`src/rtl/smiley_wall_collision_if.sv`:
```
// Pixel-rate bundle between the smiley/wall integrator and the collision unit.
// Suffixes are relative to the collision unit (slave side).
interface smiley_wall_collision_if #(
    parameter int PIX_CNT_W = 12,
    parameter int TOTAL_W   = 8
);
    logic                 startOfFrame_i;
    logic                 smileyDR_i;
    logic [2:0]           smileyHitEdgeCode_i;
    logic                 wallDR_i;
    logic                 totalClear_i;
    logic                 collision_o;
    logic [4:0]           edgeMask_o;
    logic [PIX_CNT_W-1:0] overlapPixels_o;
    logic [TOTAL_W-1:0]   collisionsTotal_o;
    logic                 inCooldown_o;

    modport master (
        output startOfFrame_i, smileyDR_i, smileyHitEdgeCode_i,
        output wallDR_i, totalClear_i,
        input  collision_o, edgeMask_o, overlapPixels_o,
        input  collisionsTotal_o, inCooldown_o
    );

    modport slave (
        input  startOfFrame_i, smileyDR_i, smileyHitEdgeCode_i,
        input  wallDR_i, totalClear_i,
        output collision_o, edgeMask_o, overlapPixels_o,
        output collisionsTotal_o, inCooldown_o
    );
endinterface

```
`src/rtl/smiley_wall_collision.sv`:
```
// Per-frame smiley/wall overlap accumulator with once-per-frame reporting
// and a cooldown so a single bounce yields a single collision event.
module smiley_wall_collision #(
    parameter int COOLDOWN_FRAMES = 2,
    parameter int PIX_CNT_W       = 12,
    parameter int TOTAL_W         = 8
) (
    input  logic clk,
    input  logic resetN,
    smiley_wall_collision_if.slave bus
);
    localparam int CD_W = (COOLDOWN_FRAMES > 0) ?
                          $clog2(COOLDOWN_FRAMES + 1) : 1;

    typedef enum logic {
        ACCUM    = 1'b0,
        COOLDOWN = 1'b1
    } state_e;

    state_e               state_q, state_d;
    logic [CD_W-1:0]      cd_q, cd_d;
    logic                 frame_hit_q, frame_hit_d;
    logic [4:0]           edge_acc_q, edge_acc_d;
    logic [PIX_CNT_W-1:0] pix_q, pix_d;
    logic                 col_q, col_d;
    logic [4:0]           mask_q, mask_d;
    logic [PIX_CNT_W-1:0] ovl_q, ovl_d;
    logic [TOTAL_W-1:0]   tot_q, tot_d;

    logic       hit;
    logic       sof;
    logic       report;
    logic [4:0] code_oh;

    assign hit = bus.smileyDR_i & bus.wallDR_i;
    assign sof = bus.startOfFrame_i;

    // Codes 5-7 are valid hits that simply carry no edge information.
    always_comb begin
        code_oh = '0;
        if (bus.smileyHitEdgeCode_i < 3'd5)
            code_oh = 5'b00001 << bus.smileyHitEdgeCode_i;
    end

    always_comb begin
        state_d     = state_q;
        cd_d        = cd_q;
        frame_hit_d = frame_hit_q;
        edge_acc_d  = edge_acc_q;
        pix_d       = pix_q;
        col_d       = 1'b0;
        mask_d      = mask_q;
        ovl_d       = ovl_q;
        tot_d       = tot_q;
        report      = 1'b0;

        if (sof) begin
            frame_hit_d = hit;
            edge_acc_d  = hit ? code_oh : 5'b0;
            pix_d       = hit ? PIX_CNT_W'(1) : '0;
        end else if (hit) begin
            frame_hit_d = 1'b1;
            edge_acc_d  = edge_acc_q | code_oh;
            if (pix_q != '1)
                pix_d = pix_q + PIX_CNT_W'(1);
        end

        if (sof) begin
            unique case (state_q)
                ACCUM: begin
                    if (frame_hit_q) begin
                        col_d  = 1'b1;
                        mask_d = edge_acc_q;
                        ovl_d  = pix_q;
                        report = 1'b1;
                        if (COOLDOWN_FRAMES > 0) begin
                            cd_d    = CD_W'(COOLDOWN_FRAMES);
                            state_d = COOLDOWN;
                        end
                    end
                end
                COOLDOWN: begin
                    cd_d = cd_q - CD_W'(1);
                    if (cd_q == CD_W'(1))
                        state_d = ACCUM;
                end
                default: state_d = ACCUM;
            endcase
        end

        // A clear coinciding with a report wins.
        if (bus.totalClear_i)
            tot_d = '0;
        else if (report && (tot_q != '1))
            tot_d = tot_q + TOTAL_W'(1);
    end

    always_ff @(posedge clk or negedge resetN) begin
        if (!resetN) begin
            state_q     <= ACCUM;
            cd_q        <= '0;
            frame_hit_q <= 1'b0;
            edge_acc_q  <= '0;
            pix_q       <= '0;
            col_q       <= 1'b0;
            mask_q      <= '0;
            ovl_q       <= '0;
            tot_q       <= '0;
        end else begin
            state_q     <= state_d;
            cd_q        <= cd_d;
            frame_hit_q <= frame_hit_d;
            edge_acc_q  <= edge_acc_d;
            pix_q       <= pix_d;
            col_q       <= col_d;
            mask_q      <= mask_d;
            ovl_q       <= ovl_d;
            tot_q       <= tot_d;
        end
    end

    assign bus.collision_o       = col_q;
    assign bus.edgeMask_o        = mask_q;
    assign bus.overlapPixels_o   = ovl_q;
    assign bus.collisionsTotal_o = tot_q;
    assign bus.inCooldown_o      = (state_q == COOLDOWN);
endmodule

```
`src/flat_wrapper.sv`:
```
// flat-port wrapper written by rule: the top's interface ports become plain ports
module smiley_wall_collision_flat 
#(
    parameter int COOLDOWN_FRAMES = 2,
    parameter int PIX_CNT_W       = 12,
    parameter int TOTAL_W         = 8
)
  (clk, resetN, bus_startOfFrame_i, bus_smileyDR_i, bus_smileyHitEdgeCode_i, bus_wallDR_i, bus_totalClear_i, bus_collision_o, bus_edgeMask_o, bus_overlapPixels_o, bus_collisionsTotal_o, bus_inCooldown_o);
  smiley_wall_collision_if #(.PIX_CNT_W(PIX_CNT_W), .TOTAL_W(TOTAL_W)) bus_i ();
  input  logic clk;
  input  logic resetN;
  input wire logic [$bits(bus_i.startOfFrame_i)-1:0] bus_startOfFrame_i;
  input wire logic [$bits(bus_i.smileyDR_i)-1:0] bus_smileyDR_i;
  input wire logic [$bits(bus_i.smileyHitEdgeCode_i)-1:0] bus_smileyHitEdgeCode_i;
  input wire logic [$bits(bus_i.wallDR_i)-1:0] bus_wallDR_i;
  input wire logic [$bits(bus_i.totalClear_i)-1:0] bus_totalClear_i;
  output wire logic [$bits(bus_i.collision_o)-1:0] bus_collision_o;
  output wire logic [$bits(bus_i.edgeMask_o)-1:0] bus_edgeMask_o;
  output wire logic [$bits(bus_i.overlapPixels_o)-1:0] bus_overlapPixels_o;
  output wire logic [$bits(bus_i.collisionsTotal_o)-1:0] bus_collisionsTotal_o;
  output wire logic [$bits(bus_i.inCooldown_o)-1:0] bus_inCooldown_o;
  assign bus_i.startOfFrame_i = bus_startOfFrame_i;
  assign bus_i.smileyDR_i = bus_smileyDR_i;
  assign bus_i.smileyHitEdgeCode_i = bus_smileyHitEdgeCode_i;
  assign bus_i.wallDR_i = bus_wallDR_i;
  assign bus_i.totalClear_i = bus_totalClear_i;
  assign bus_collision_o = bus_i.collision_o;
  assign bus_edgeMask_o = bus_i.edgeMask_o;
  assign bus_overlapPixels_o = bus_i.overlapPixels_o;
  assign bus_collisionsTotal_o = bus_i.collisionsTotal_o;
  assign bus_inCooldown_o = bus_i.inCooldown_o;
  smiley_wall_collision #(.COOLDOWN_FRAMES(COOLDOWN_FRAMES), .PIX_CNT_W(PIX_CNT_W), .TOTAL_W(TOTAL_W)) u_core (.clk(clk), .resetN(resetN), .bus(bus_i));
endmodule
```
`config.mk`:
```
export PLATFORM = sky130hd
export DESIGN_NAME = smiley_wall_collision_flat
export DESIGN_NICKNAME = d
export VERILOG_FILES = /design/src/rtl/smiley_wall_collision_if.sv /design/src/rtl/smiley_wall_collision.sv /design/src/flat_wrapper.sv
export SDC_FILE = /design/constraint.sdc
export NUM_CORES = 1
export LEC_CHECK = 0
export BUFFER_PORTS_ARGS = -buffer_cell sky130_fd_sc_hd__buf_4
export CORE_AREA = 2 2 64 66
export CTS_BUF_LIST = sky130_fd_sc_hd__clkbuf_8
export CTS_CLUSTER_SIZE = 10
export DETAILED_ROUTE_END_ITERATION = 8
export DIE_AREA = 0 0 66 68
export PLACE_DENSITY_LB_ADDON = 0.2
export SYNTH_ARGS = -nofsm -noshare
export SYNTH_HDL_FRONTEND = slang
export SYNTH_SLANG_ARGS = --single-unit
```
`constraint.sdc`:
```
create_clock -name clk -period 4.98 [get_ports clk]
set_input_delay 0.498 -clock clk [delete_from_list [all_inputs] [get_ports clk]]
set_output_delay 0.498 -clock clk [all_outputs]
set_load 0.05 [all_outputs]
```
======== Yosys cells after proc, flatten, opt, wreduce, memory -nomap -nowiden ========
Index checks and enable logic that the tools add are counted.
W data, S select, Z words.
word-level totals
  bits in registers ....................... 47
  input port bits ......................... 9
cells by class
  $add $sub $neg .......................... 3
  $lt $le $gt $ge ......................... 1
  equal/unequal tests ..................... 4
  shift-type cells ........................ 1
  multiplexer cells ....................... 19
  bitwise logic cells ..................... 3
  reductions and logical operators ........ 7
operators by type and width
  kind                     count
  $mux W12                 3
  $mux W5                  4
  $mux W8                  2
  $add A12 B1 Y12 const B  1
  $ne A12 B12 Y1 const B   1
  $add A8 B1 Y8 const B    1
  $ne A8 B8 Y1 const B     1
  $mux W1                  7
  $reduce_bool A2 Y1       3
  $or A5 B5 Y5             1
  $shl A1 B3 Y5 const A    1
  $pmux W2 S2              1
  $reduce_and A2 Y1        2
  $lt A3 B3 Y1 const B     1
  $reduce_and A3 Y1        1
  $eq A2 B1 Y1 const B     1
  $mux W2                  1
  $ne A2 B1 Y1 const B     1
  $pmux W1 S2              1
  $sub A2 B1 Y2 const B    1
  $and A1 B1 Y1            1
  $logic_and A1 B1 Y1      1
  $not A1 Y1               1

======== Logic depth before layout (Yosys ltp) ========
Gate-level depths: netlist of run 1.
  depth after elaboration ................. 6
  gate-level depth with buffers ........... 6
  depth with buffers taken out ............ 5

======== Worst setup path after synthesis of run 1 ========
Ideal clock, no wire load.
  kind .................................... register -> register
  from .................................... register u_core.tot_q[0] (netlist: u_core.bus.collisionsTotal_o[0])
  to ...................................... register u_core.tot_q[1] (netlist: u_core.bus.collisionsTotal_o[1])
  data arrival time ....................... 1.689 ns
  slack ................................... 3.162 ns
  cell stages (with the launch flop) ...... 6
  period minus slack after synthesis ...... 1.818 ns
  path through ............................ dfrtp_1 -> ha_1 -> nand2_1 -> o31ai_1 -> mux2i_1 -> nor2_1
between the ends
  cells in the longest elaborated chain, start to end .. 3
  elaborated cells on any way between the ends .. 6
  those cells by class .................... add/sub (1); eq/ne (1); mux (2); reduce/logical (2)
RTL lines
  element                                         line                                                      RTL
  from (decl)                                     smiley_wall_collision.sv:28                               logic [TOTAL_W-1:0] tot_q, tot_d;
  from (signal assigned)                          smiley_wall_collision.sv:118                              tot_q <= tot_d;
  $add A8 B1 Y8 or $ne A8 B8 Y1 (tied branches)   smiley_wall_collision.sv:95, smiley_wall_collision.sv:94
  $mux W8 or $logic_and A1 B1 Y1 (tied branches)  smiley_wall_collision.sv:94                               else if (report && (tot_q != '1))
  $mux W8 or $reduce_bool A2 Y1 (tied branches)   -
Several ways; a longest one is shown, not always the timed one. The select of a mux whose other input is x is not followed.
A chain may end at the register's enable or synchronous reset.

======== Worst setup path in the final report of run 1 ========
  from .................................... register u_core.state_q (netlist: u_core.bus.inCooldown_o)
  to ...................................... register u_core.tot_q[0] (netlist: u_core.bus.collisionsTotal_o[0])
between the ends
  cells in the longest elaborated chain, start to end .. 4
RTL lines
  element                       line                          RTL
  from (decl)                   smiley_wall_collision.sv:20   state_e state_q, state_d;
  from (signal assigned)        smiley_wall_collision.sv:110  state_q <= state_d;
  $mux W1                       smiley_wall_collision.sv:69   unique case (state_q)
  $mux W1                       smiley_wall_collision.sv:68   if (sof) begin
  $logic_and A1 B1 Y1           smiley_wall_collision.sv:94
  $reduce_bool A2 Y1 (no line)  -
No other way between the ends.

==> results of run 1 <==
[cells by family after synthesis]
| group | Yosys count |
|---|---|
| adder cells (fa/ha/maj) | 3 |
| AO/OA/AOI/OAI | 34 |
| multiplexers | 6 |
| flip-flops | 47 |
| AND/OR/NAND/NOR | 118 |
| XOR/XNOR | 5 |
| buffers and inverters | 14 |
[how the worst max path moves through the flow]
stage                                             endpoint  depth (start not counted)
3_3_place_gp   u_core.bus.collisionsTotal_o[0]$_DFFE_PN0P_                          7
4_1_cts        u_core.bus.collisionsTotal_o[0]$_DFFE_PN0P_                          6
3_5_place_dp   u_core.bus.collisionsTotal_o[0]$_DFFE_PN0P_                          7
2_1_floorplan  u_core.bus.collisionsTotal_o[1]$_DFFE_PN0P_                          5
5_1_grt        u_core.bus.collisionsTotal_o[4]$_DFFE_PN0P_                          6
6_report       u_core.bus.collisionsTotal_o[0]$_DFFE_PN0P_                          6
[state kept, by name, summed over array words and instances (netlist names)]
register,count
u_core.bus.collision_o,1
u_core.bus.collisionsTotal_o,8
u_core.bus.edgeMask_o,5
u_core.bus.inCooldown_o,1
u_core.bus.overlapPixels_o,12
u_core.cd_q,2
u_core.edge_acc_q,5
u_core.frame_hit_q,1
u_core.pix_q,12
[metal layers]
metal	up-vias	share of wire	track usage
met5	-	0	0
met3	7	0.056	0.04441
met2	40	0.47	0.3308
li1	855	-	-
met1	808	0.46	0.2999
met4	0	0.016	0.08929
[per-stage QoR]
stage / utilization / std cells / setup WS [ns] / hold WS (ns) / total power [mW]
5_1_grt: 0.6749 / 313 / 2.832 / 0.2440 / 0.9491
3_5_place_dp: 0.6444 / 305 / 2.798 / 0.4603 / 0.6316
3_3_place_gp: 0.6444 / 305 / 2.825 / 0.4546 / 0.6254
2_1_floorplan: - / 227 / 3.162 / 0.2024 / 0.5679
6_report: 0.6749 / 313 / 3.036 / 0.1856 / 0.9069
4_1_cts: 0.6749 / 313 / 3.026 / 0.2107 / 0.9166
[area by class of cell]
| type | instances | area [um^2] | area share |
|---|---|---|---|
| Clock buffer | 6 | 82.58 | 0.03173 |
| Clock inverter | 2 | 35.03 | 0.01346 |
| Inverter | 6 | 22.52 | 0.008654 |
| Multi-Input combinational cell | 166 | 953.4 | 0.3663 |
| Sequential cell | 47 | 1176 | 0.4519 |
| Tap cell | 50 | 62.56 | 0.02404 |
| Timing Repair Buffer | 36 | 270.3 | 0.1038 |
[report_power, final]
| part | switching [mW] | internal [mW] | leakage, nW |
|---|---|---|---|
| clock | 0.122 | 0.162 | 0.0612 |
| sequential | 0.0235 | 0.412 | 0.641 |
| combinational | 0.130 | 0.0569 | 0.611 |
| total | 0.275 | 0.632 | 1.31 |
[placed cells by master, fill, tap and decap left out, drive strengths merged, types with 2 or more instances in the layout]
cell type	instances
nand2	65
dfrtp	47
buf	36
nor2	15
nor3	9
a21oi	9
nand3	7
o21ai	7
inv	6
clkbuf	6
nand4	6
mux2i	5
a31oi	4
and2	3
xor2	3
ha	3
nand3b	2
and3	2
nor2b	2
xnor2	2
or4	2
a32o	2
a211oi	2
nor4	2
==> results.md, run 1 <==
- Status: finished clean
- N_diodes: 0
- CP Max Fanout: 25
- Syn Nets: 239
- # rows: 23
- Fin. max-slew vios: 0
- Via count: 1,710
- Mean area per synthesized cell: 9.629 um^2
- Period utilisation layout: 0.3904
- Vias in the first global route: 1,573
- Fin Setup TNS: 0 ns
- Clock buffer depth: 2
- Port Buffers: 35
- GR Util All Layers: 0.2151
- Critical path startpoint category: flip-flop
- Hold WC Path Type: in2async
- Netlist cell types: 46
- Synth area leader: dfrtp_1
- Routed wire length: 4.325 mm
- Crit path max-delay family: buffers and inverters
- Critical path origin: u_core.bus.inCooldown_o$_DFFE_PN0P_
- Worst path arrival time: 2.18 ns
- Top_reg_cell synth: dfrtp_1
- WP data required: 5.22 ns
- Routed WL per cell: 13.82 um
- Synth async-reset ratio: 1.000
- Reg2reg end: u_core.bus.collisionsTotal_o[0]$_DFFE_PN0P_
- Flop2flop setup slack: 3.04 ns
- Pwr per Cell Area: 348.5 nW/um^2
- Crit path kind: reg2reg
- 1st-iter DRT viols: 120
- Clock root buffer: clkbuf_8
- I/O pins: 36
- #FFs+latches synth: 47
- Clk slew on worst S/H paths: 0.09 ns
- Peak supply drop: 0.1820 mV
- Via/cell ratio: 5.463
- Initial antenna violation count: 0
- Post-synthesis adder-cell area fraction: 0.01717
- Critical path endpoint category: flip-flop
- GPL Wtd Cong: 0.8852
- Area growth from synthesis to layout: 19.06%
- Maxcap violations: 0
- Fin nets: 274
- Height of the die: 68 um
- Synth area leaders: dfrtp_1, nand2_1, nor2_1
- Slowest cell on the critical path: inv_1
- Min Clock Period, post-route: 1.944 ns
- Most common cell in the netlist: nand2_1
- Residual DRC: 0
- Router iterations before antenna repair: 4
- RSZ-0062 raised after global routing: no
- Share of cells above drive strength 1: 0.1977
- TritonCTS clock tree: built
- Worst R2R Path Depth: 6
- Total Die Area: 4488 um^2
- Clk_lat worst skew: 0.30 ns
- TritonCTS buffer count: 5
- Slew HR: 0.5239
- Tightest Pin Transition: 0.7134 ns
- Crit path buf inv count: 2
- Complex-gate fraction of the synthesized area: 0.1059
- Fmax: 0.5143 GHz
- Fin. Hold Viols: 0
- Slowest stage delay, CP: 0.55 ns
- DP Area: 2485 um^2
- Cell Area, Synth: 2186 um^2
- Clock Skew: 0.009479 ns
- CTS Sinks: 47
- Post-synth EDFFs: 0
- Synth Area in XOR/XNOR: 0.02003
- Synth warnings: 0
- Post-CTS Setup Inserts: 0
- Hpwl dp: 3.083 mm
- Fill cells: 321
- Leakage power: 1.314 nW
- Core area: 3856 um^2
- Syn Inst Count: 227
- Area share of and/or/nand/nor cells after synthesis: 0.2650
- Design area: 2603 um^2
- Post-synthesis sequential area ratio: 0.5381
- Largest family of logic cells by synthesized area: simple AND/OR/NAND/NOR gates
- Commonest cells in the netlist: nand2_1, dfrtp_1, nor2_1
- CP Cell Sequence: nand3b_1 -> buf_4 -> inv_1 -> o31ai_1 -> xor2_1 -> nor2_1
- Post-CTS Resized: 0
- Gr ovfl total: 0
- Top cell type's share of synthesized area: 0.5381
- Reg2reg start: u_core.bus.inCooldown_o$_DFFE_PN0P_
- Die W: 66 um
- Final ANT Viol Nets: 0
- Initial Util: 0.5668
- CTS Hold Bufs: 0
- Final setup vio count: 0
- Largest net degree at the start of global routing: 48
- H-tree Lvls: 2
- First-pass GRT wire length: 7.245 mm
- Mux contribution to synthesized area: 0.02805
(Power assumes the default switching activity.)
==> run 2, diff against run 1 <==
--- a/config.mk
+++ b/config.mk
@@ -6,11 +6,11 @@
 export NUM_CORES = 1
 export LEC_CHECK = 0
 export BUFFER_PORTS_ARGS = -buffer_cell sky130_fd_sc_hd__buf_4
-export CORE_AREA = 2 2 64 66
+export CORE_AREA = 2 2 65 67
 export CTS_BUF_LIST = sky130_fd_sc_hd__clkbuf_8
 export CTS_CLUSTER_SIZE = 10
 export DETAILED_ROUTE_END_ITERATION = 8
-export DIE_AREA = 0 0 66 68
+export DIE_AREA = 0 0 67 69
 export PLACE_DENSITY_LB_ADDON = 0.2
 export SYNTH_ARGS = -nofsm -noshare
 export SYNTH_HDL_FRONTEND = slang
==> constraint.sdc (replaced) <==
create_clock -name clk -period 1.9 [get_ports clk]
set_input_delay 0.19 -clock clk [delete_from_list [all_inputs] [get_ports clk]]
set_output_delay 0.19 -clock clk [all_outputs]
set_load 0.05 [all_outputs]
==> results.md, run 2 (synthesized netlist as in run 1, its figures left out) <==
- 1st-iter DRT viols: 183 (was 120)
- # rows: 23 (unchanged)
- Fmax: 0.5850 GHz (was 0.5143 GHz)
- Largest net degree at the start of global routing: 48 (unchanged)
- Clock Skew: 0.005927 ns (was 0.009479 ns)
- CP Cell Sequence: ha_1 -> nand2_1 -> or4_4 -> a31oi_1 -> o21ai_1 (was nand3b_1 -> buf_4 -> inv_1 -> o31ai_1 -> xor2_1 -> nor2_1)
- Min Clock Period, post-route: 1.710 ns (was 1.944 ns)
- Leakage power: 1.318 nW (was 1.314 nW)
- Slowest cell on the critical path: or4_4 (was inv_1)
- CTS Sinks: 47 (unchanged)
- Crit path kind: reg2reg (unchanged)
- Final ANT Viol Nets: 0 (unchanged)
- Via count: 1,771 (was 1,710)
- Gr ovfl total: 0 (unchanged)
- Fin Hold WS: 0.1019 ns (was 0.1856 ns)
- TritonCTS buffer count: 5 (unchanged)
- Critical path startpoint category: flip-flop (unchanged)
- Pwr per Cell Area: 874.8 nW/um^2 (was 348.5 nW/um^2)
- Router iterations before antenna repair: 4 (unchanged)
- Critical path endpoint category: flip-flop (unchanged)
- Worst Hold Path Cells: 2
- Maxcap violations: 0 (unchanged)
- Reg2reg start: u_core.pix_q[1]$_DFFE_PN0P_ (was u_core.bus.inCooldown_o$_DFFE_PN0P_)
- Hpwl dp: 3.090 mm (was 3.083 mm)
- Routed wire length: 4.373 mm (was 4.325 mm)
- Clock buffer depth: 2 (unchanged)
- Routed WL per cell: 13.88 um (was 13.82 um)
- Die W: 67 um (was 66 um)
- Period utilisation layout: 0.8997 (was 0.3904)
- Total Die Area: 4623 um^2 (was 4488 um^2)
- H-tree Lvls: 2 (unchanged)
- Tightest Pin Transition: 0.5760 ns (was 0.7134 ns)
- Fin nets: 276 (was 274)
- Share of cells above drive strength 1: 0.1962 (was 0.1977)
- Clk_lat worst skew: 0.30 ns (about the same)
- N_diodes: 0 (unchanged)
- Hold WC Path Type: in2reg (was in2async)
- WP data required: 2.08 ns (was 5.22 ns)
- GPL Wtd Cong: 0.8818 (was 0.8852)
- Height of the die: 69 um (was 68 um)
- Vias in the first global route: 1,727 (was 1,573)
- Fin. Hold Viols: 0 (unchanged)
- Most frequent cells in the layout: nand2_1, dfrtp_1, buf_4 (unchanged)
- Fin Setup TNS: 0 ns (unchanged)
- Via/cell ratio: 5.622 (was 5.463)
- I/O pins: 36 (unchanged)
- Residual DRC: 0 (unchanged)
- Worst path arrival time: 1.89 ns (was 2.18 ns)
- Initial Util: 0.5585 (was 0.5668)
- Peak supply drop: 0.3778 mV (was 0.1820 mV)
- Clk slew on worst S/H paths: 0.08 ns (was 0.09 ns)
- TritonCTS clock tree: built (unchanged)
- Flop2flop setup slack: 0.19 ns (was 3.04 ns)
- Core area: 3914 um^2 (was 3856 um^2)
- CP Max Fanout: 6 (was 25)
- Commonest non-fill, non-tap cell in the layout: nand2_1 (unchanged)
- RSZ-0062 raised after global routing: no (unchanged)
- Clock root buffer: clkbuf_8 (unchanged)
- Initial antenna violation count: 0 (unchanged)
- Crit path capture: u_core.pix_q[1]$_DFFE_PN0P_ (was u_core.bus.collisionsTotal_o[0]$_DFFE_PN0P_)
- First-pass GRT wire length: 7.824 mm (was 7.245 mm)
- Final setup vio count: 0 (unchanged)
- GR Util All Layers: 0.2157 (was 0.2151)
- Worst R2R Path Depth: 5 (was 6)
- Port Buffers: 35 (unchanged)
- Slew HR: 0.6160 (was 0.5239)
- Reg2reg end: u_core.pix_q[1]$_DFFE_PN0P_ (was u_core.bus.collisionsTotal_o[0]$_DFFE_PN0P_)
- Status: finished clean (unchanged)
- Fin. max-slew vios: 0 (unchanged)
- Critical path origin: u_core.pix_q[1]$_DFFE_PN0P_ (was u_core.bus.inCooldown_o$_DFFE_PN0P_)
- Area growth from synthesis to layout: 19.06% (unchanged)
- Slowest stage delay, CP: 0.56 ns (was 0.55 ns)
run 2: changes by cell type in the layout (fill, tap and decap cells not counted):
cell / before / now
dlygate4sd3_1: 0 / 1
clkbuf_8: 6 / 7
bufinv_16: 1 / 0
clkinv_2: 1 / 0
buf_4: 36 / 37
inv_1: 6 / 7
run 2: routing by layer:
layer	wire, um	track usage	vias up
met3	207	0.04894	9
met4	83	0.07029	0
met2	2018	0.3322	46
met1	2063	0.3003	857
li1	-	-	859
met5	0	0	-
run 2: worst max-delay path: cells and delay by family, from the launching register on:
family                     cells  cell delay [ns]
adders and majority gates      1             0.23
AOI/OAI and AO/OA              2             0.26
and+or+nand+nor                2             0.68
DFF                            1             0.43
run 2: power breakdown:
group	leakage (nW)	switching (mW)	internal [mW]
logic	0.621	0.343	0.155
registers	0.641	0.0604	1.08
clock network	0.0557	0.311	0.327
total	1.32	0.715	1.56
run 2: worst min-delay path by stage:
stage                               start                             endpoint  slack (ns)
2_1_floorplan                      resetN     u_core.bus.collision_o$_DFF_PN0_       -0.11
4_1_cts        bus_smileyHitEdgeCode_i[1]     u_core.edge_acc_q[1]$_DFFE_PN0P_         0.1
6_report       bus_smileyHitEdgeCode_i[1]     u_core.edge_acc_q[1]$_DFFE_PN0P_        0.10
3_3_place_gp                       resetN     u_core.bus.collision_o$_DFF_PN0_        0.23
3_5_place_dp                       resetN  u_core.bus.inCooldown_o$_DFFE_PN0P_        0.24
5_1_grt        bus_smileyHitEdgeCode_i[1]     u_core.edge_acc_q[1]$_DFFE_PN0P_        0.09
run 2: area by class of cell:
type	instances	area, um^2
multi-input combinational	166	953.4
sequential	47	1176
clock buffer	7	96.34
timing repair buffer	38	287.8
clock inverter	1	3.754
fill	322	1311
tap	50	62.56
inverter	6	22.52
run 2: metrics by stage:
stage               cells  power [mW]  utilization  setup slack (ns)  cell area, um^2
global placement      306       1.649       0.6368            0.2509             2492
floorplan             227       1.488            -           0.08245             2186
global route          315       2.393       0.6650           0.08812             2603
detailed placement    306       1.663       0.6368            0.2211             2492
finish                315       2.277       0.6650            0.1905             2603
CTS                   315       2.303       0.6650            0.2086             2603
run 2: repair_timing:
action,4_1_cts,5_1_grt
buffers inserted,0,0
gates resized for setup,0,0
hold buffers,1,0
endpoints found under the hold margin,47,0
==> run 3, diff against run 2 <==
--- a/config.mk
+++ b/config.mk
@@ -6,12 +6,13 @@
 export NUM_CORES = 1
 export LEC_CHECK = 0
 export BUFFER_PORTS_ARGS = -buffer_cell sky130_fd_sc_hd__buf_4
-export CORE_AREA = 2 2 65 67
+export CORE_AREA = 2 2 64 66
 export CTS_BUF_LIST = sky130_fd_sc_hd__clkbuf_8
 export CTS_CLUSTER_SIZE = 10
 export DETAILED_ROUTE_END_ITERATION = 8
-export DIE_AREA = 0 0 67 69
+export DIE_AREA = 0 0 66 68
 export PLACE_DENSITY_LB_ADDON = 0.2
+export REMOVE_ABC_BUFFERS = 1
 export SYNTH_ARGS = -nofsm -noshare
 export SYNTH_HDL_FRONTEND = slang
 export SYNTH_SLANG_ARGS = --single-unit
==> constraint.sdc (replaced) <==
create_clock -name clk -period 2.2 [get_ports clk]
set_input_delay 0.22 -clock clk [delete_from_list [all_inputs] [get_ports clk]]
set_output_delay 0.22 -clock clk [all_outputs]
set_load 0.05 [all_outputs]
==> results.md, run 3 (synthesized netlist as in run 1, its figures left out) <==
- Peak supply drop: 0.5845 mV (was 0.3778 mV)
- Commonest non-fill, non-tap cell in the layout: nand2_1 (unchanged)
- Final ANT Viol Nets: 0 (unchanged)
- Critical path endpoint category: flip-flop (unchanged)
- Clock buffer depth: 2 (unchanged)
- Core area: 3856 um^2 (was 3914 um^2)
- Pwr per Cell Area: 780.4 nW/um^2 (was 874.8 nW/um^2)
- Post-layout util: 0.6781 (was 0.6650)
- Area growth from synthesis to layout: 19.63% (was 19.06%)
- First-pass GRT wire length: 7.217 mm (was 7.824 mm)
- I/O pins: 36 (unchanged)
- Clk_lat worst skew: 0.30 ns (about the same)
- Slowest stage delay, CP: 0.57 ns (was 0.56 ns)
- Min Clock Period, post-route: 1.738 ns (was 1.710 ns)
- Post-Place Worst Slack: 0.4894 ns (was 0.2211 ns)
- Height of the die: 68 um (was 69 um)
- DP Area: 2492 um^2 (unchanged)
- Most frequent cells in the layout: nand2_1, dfrtp_1, buf_4 (unchanged)
- Tightest Pin Transition: 0.5808 ns (was 0.5760 ns)
- Slew HR: 0.6128 (was 0.6160)
- N_diodes: 0 (unchanged)
- Total Die Area: 4488 um^2 (was 4623 um^2)
- Initial antenna violation count: 0 (unchanged)
- Status: finished clean (unchanged)
- TritonCTS clock tree: built (unchanged)
- # rows: 23 (unchanged)
- Fin. Hold Viols: 0 (unchanged)
- Initial Util: 0.5668 (was 0.5585)
- Port Buffers: 35 (unchanged)
- H-tree Lvls: 2 (unchanged)
- Fin Setup TNS: 0 ns (unchanged)
- Worst path arrival time: 1.91 ns (was 1.89 ns)
- Fin nets: 276 (unchanged)
- Hpwl dp: 2.902 mm (was 3.090 mm)
- Final WS setup: 0.4621 ns (was 0.1905 ns)
- Design area: 2615 um^2 (was 2603 um^2)
- Crit path max-delay family: simple AND/OR/NAND/NOR gates (unchanged)
- TritonCTS buffer count: 5 (unchanged)
- Fmax: 0.5754 GHz (was 0.5850 GHz)
- RSZ-0062 raised after global routing: no (unchanged)
- Hold WC Path Type: in2reg (unchanged)
- Pwr Total: 2.041 mW (was 2.277 mW)
- Largest net degree at the start of global routing: 48 (unchanged)
- Via count: 1,712 (was 1,771)
- Routed wire length: 4.211 mm (was 4.373 mm)
- Fin. max-slew vios: 0 (unchanged)
- Fin cells: 315 (unchanged)
- 1st-iter DRT viols: 153 (was 183)
- Crit path buf inv count: 0 (unchanged)
- Fin Hold WS: 0.1101 ns (was 0.1019 ns)
- Clock Skew: 0.008001 ns (was 0.005927 ns)
- Maxcap violations: 0 (unchanged)
- CTS Sinks: 47 (unchanged)
- Critical path startpoint category: flip-flop (unchanged)
- Clk slew on worst S/H paths: 0.09 ns (was 0.08 ns)
- GPL Wtd Cong: 0.8536 (was 0.8818)
- Routed WL per cell: 13.37 um (was 13.88 um)
- Slowest cell on the critical path: or4_4 (unchanged)
- Residual DRC: 0 (unchanged)
- Placed cell count: 306 (unchanged)
- CP Max Fanout: 6 (unchanged)
- Clock root buffer: clkbuf_8 (unchanged)
- Fill cells: 327 (was 322)
- Gr ovfl total: 0 (unchanged)
- Post-CTS Setup Inserts: 0 (unchanged)
- Via/cell ratio: 5.435 (was 5.622)
- CP Cell Sequence: ha_1 -> nand2_1 -> or4_4 -> a31oi_1 -> o21ai_1 (unchanged)
- GR Util All Layers: 0.2120 (was 0.2157)
- Final setup vio count: 0 (unchanged)
- Period utilisation layout: 0.7899 (was 0.8997)
- Vias in the first global route: 1,624 (was 1,727)
- Die W: 66 um (was 67 um)
- WP data required: 2.38 ns (was 2.08 ns)
- Leakage power: 1.320 nW (was 1.318 nW)
- Share of cells above drive strength 1: 0.2000 (was 0.1962)
- Router iterations before antenna repair: 4 (unchanged)
- Crit path kind: reg2reg (unchanged)
run 3: final timing paths:
check                      slack, ns                            startpoint  depth (start not counted)                                   endpoint
min reg2reg                     0.48  u_core.bus.edgeMask_o[1]$_DFFE_PN0P_                          2       u_core.bus.edgeMask_o[1]$_DFFE_PN0P_
min in group asynchronous       0.47                                resetN                          2                u_core.pix_q[5]$_DFFE_PN0P_
max in group asynchronous       1.34                                resetN                          2  u_core.bus.overlapPixels_o[1]$_DFFE_PN0P_
max                             0.46           u_core.pix_q[1]$_DFFE_PN0P_                          5                u_core.pix_q[1]$_DFFE_PN0P_
min                             0.11            bus_smileyHitEdgeCode_i[1]                          2           u_core.edge_acc_q[1]$_DFFE_PN0P_
max reg2reg                     0.46           u_core.pix_q[1]$_DFFE_PN0P_                          5                u_core.pix_q[1]$_DFFE_PN0P_
run 3: layer usage:
layer / part of all wire / global-route usage / wire (um) / up-vias
li1: - / - / - / 860
met5: 0 / 0 / 0 / -
met2: 0.47 / 0.3333 / 1969 / 43
met1: 0.48 / 0.2908 / 2038 / 807
met3: 0.043 / 0.04605 / 183 / 2
met4: 0.0045 / 0.08163 / 19 / 0
run 3: what timing repair did:
item,in CTS,in global routing
endpoints found under the setup margin,0,0
gates resized for setup,0,0
hold buffers,1,0
endpoints found under the hold margin,47,0
run 3: area by class of cell:
cell class / instances / area [um^2] / share of cell area
clock buffer: 5 / 68.82 / 0.02632
multi-input combinational: 166 / 953.4 / 0.3646
tap: 50 / 62.56 / 0.02392
timing repair buffer: 38 / 287.8 / 0.1100
clock inverter: 3 / 43.79 / 0.01675
inverter: 6 / 22.52 / 0.008612
sequential: 47 / 1176 / 0.4498
run 3: report_power, final:
part,internal [mW],leakage (nW),switching (mW)
sequential,0.933,0.641,0.0472
combinational,0.133,0.621,0.294
clock,0.339,0.0581,0.294
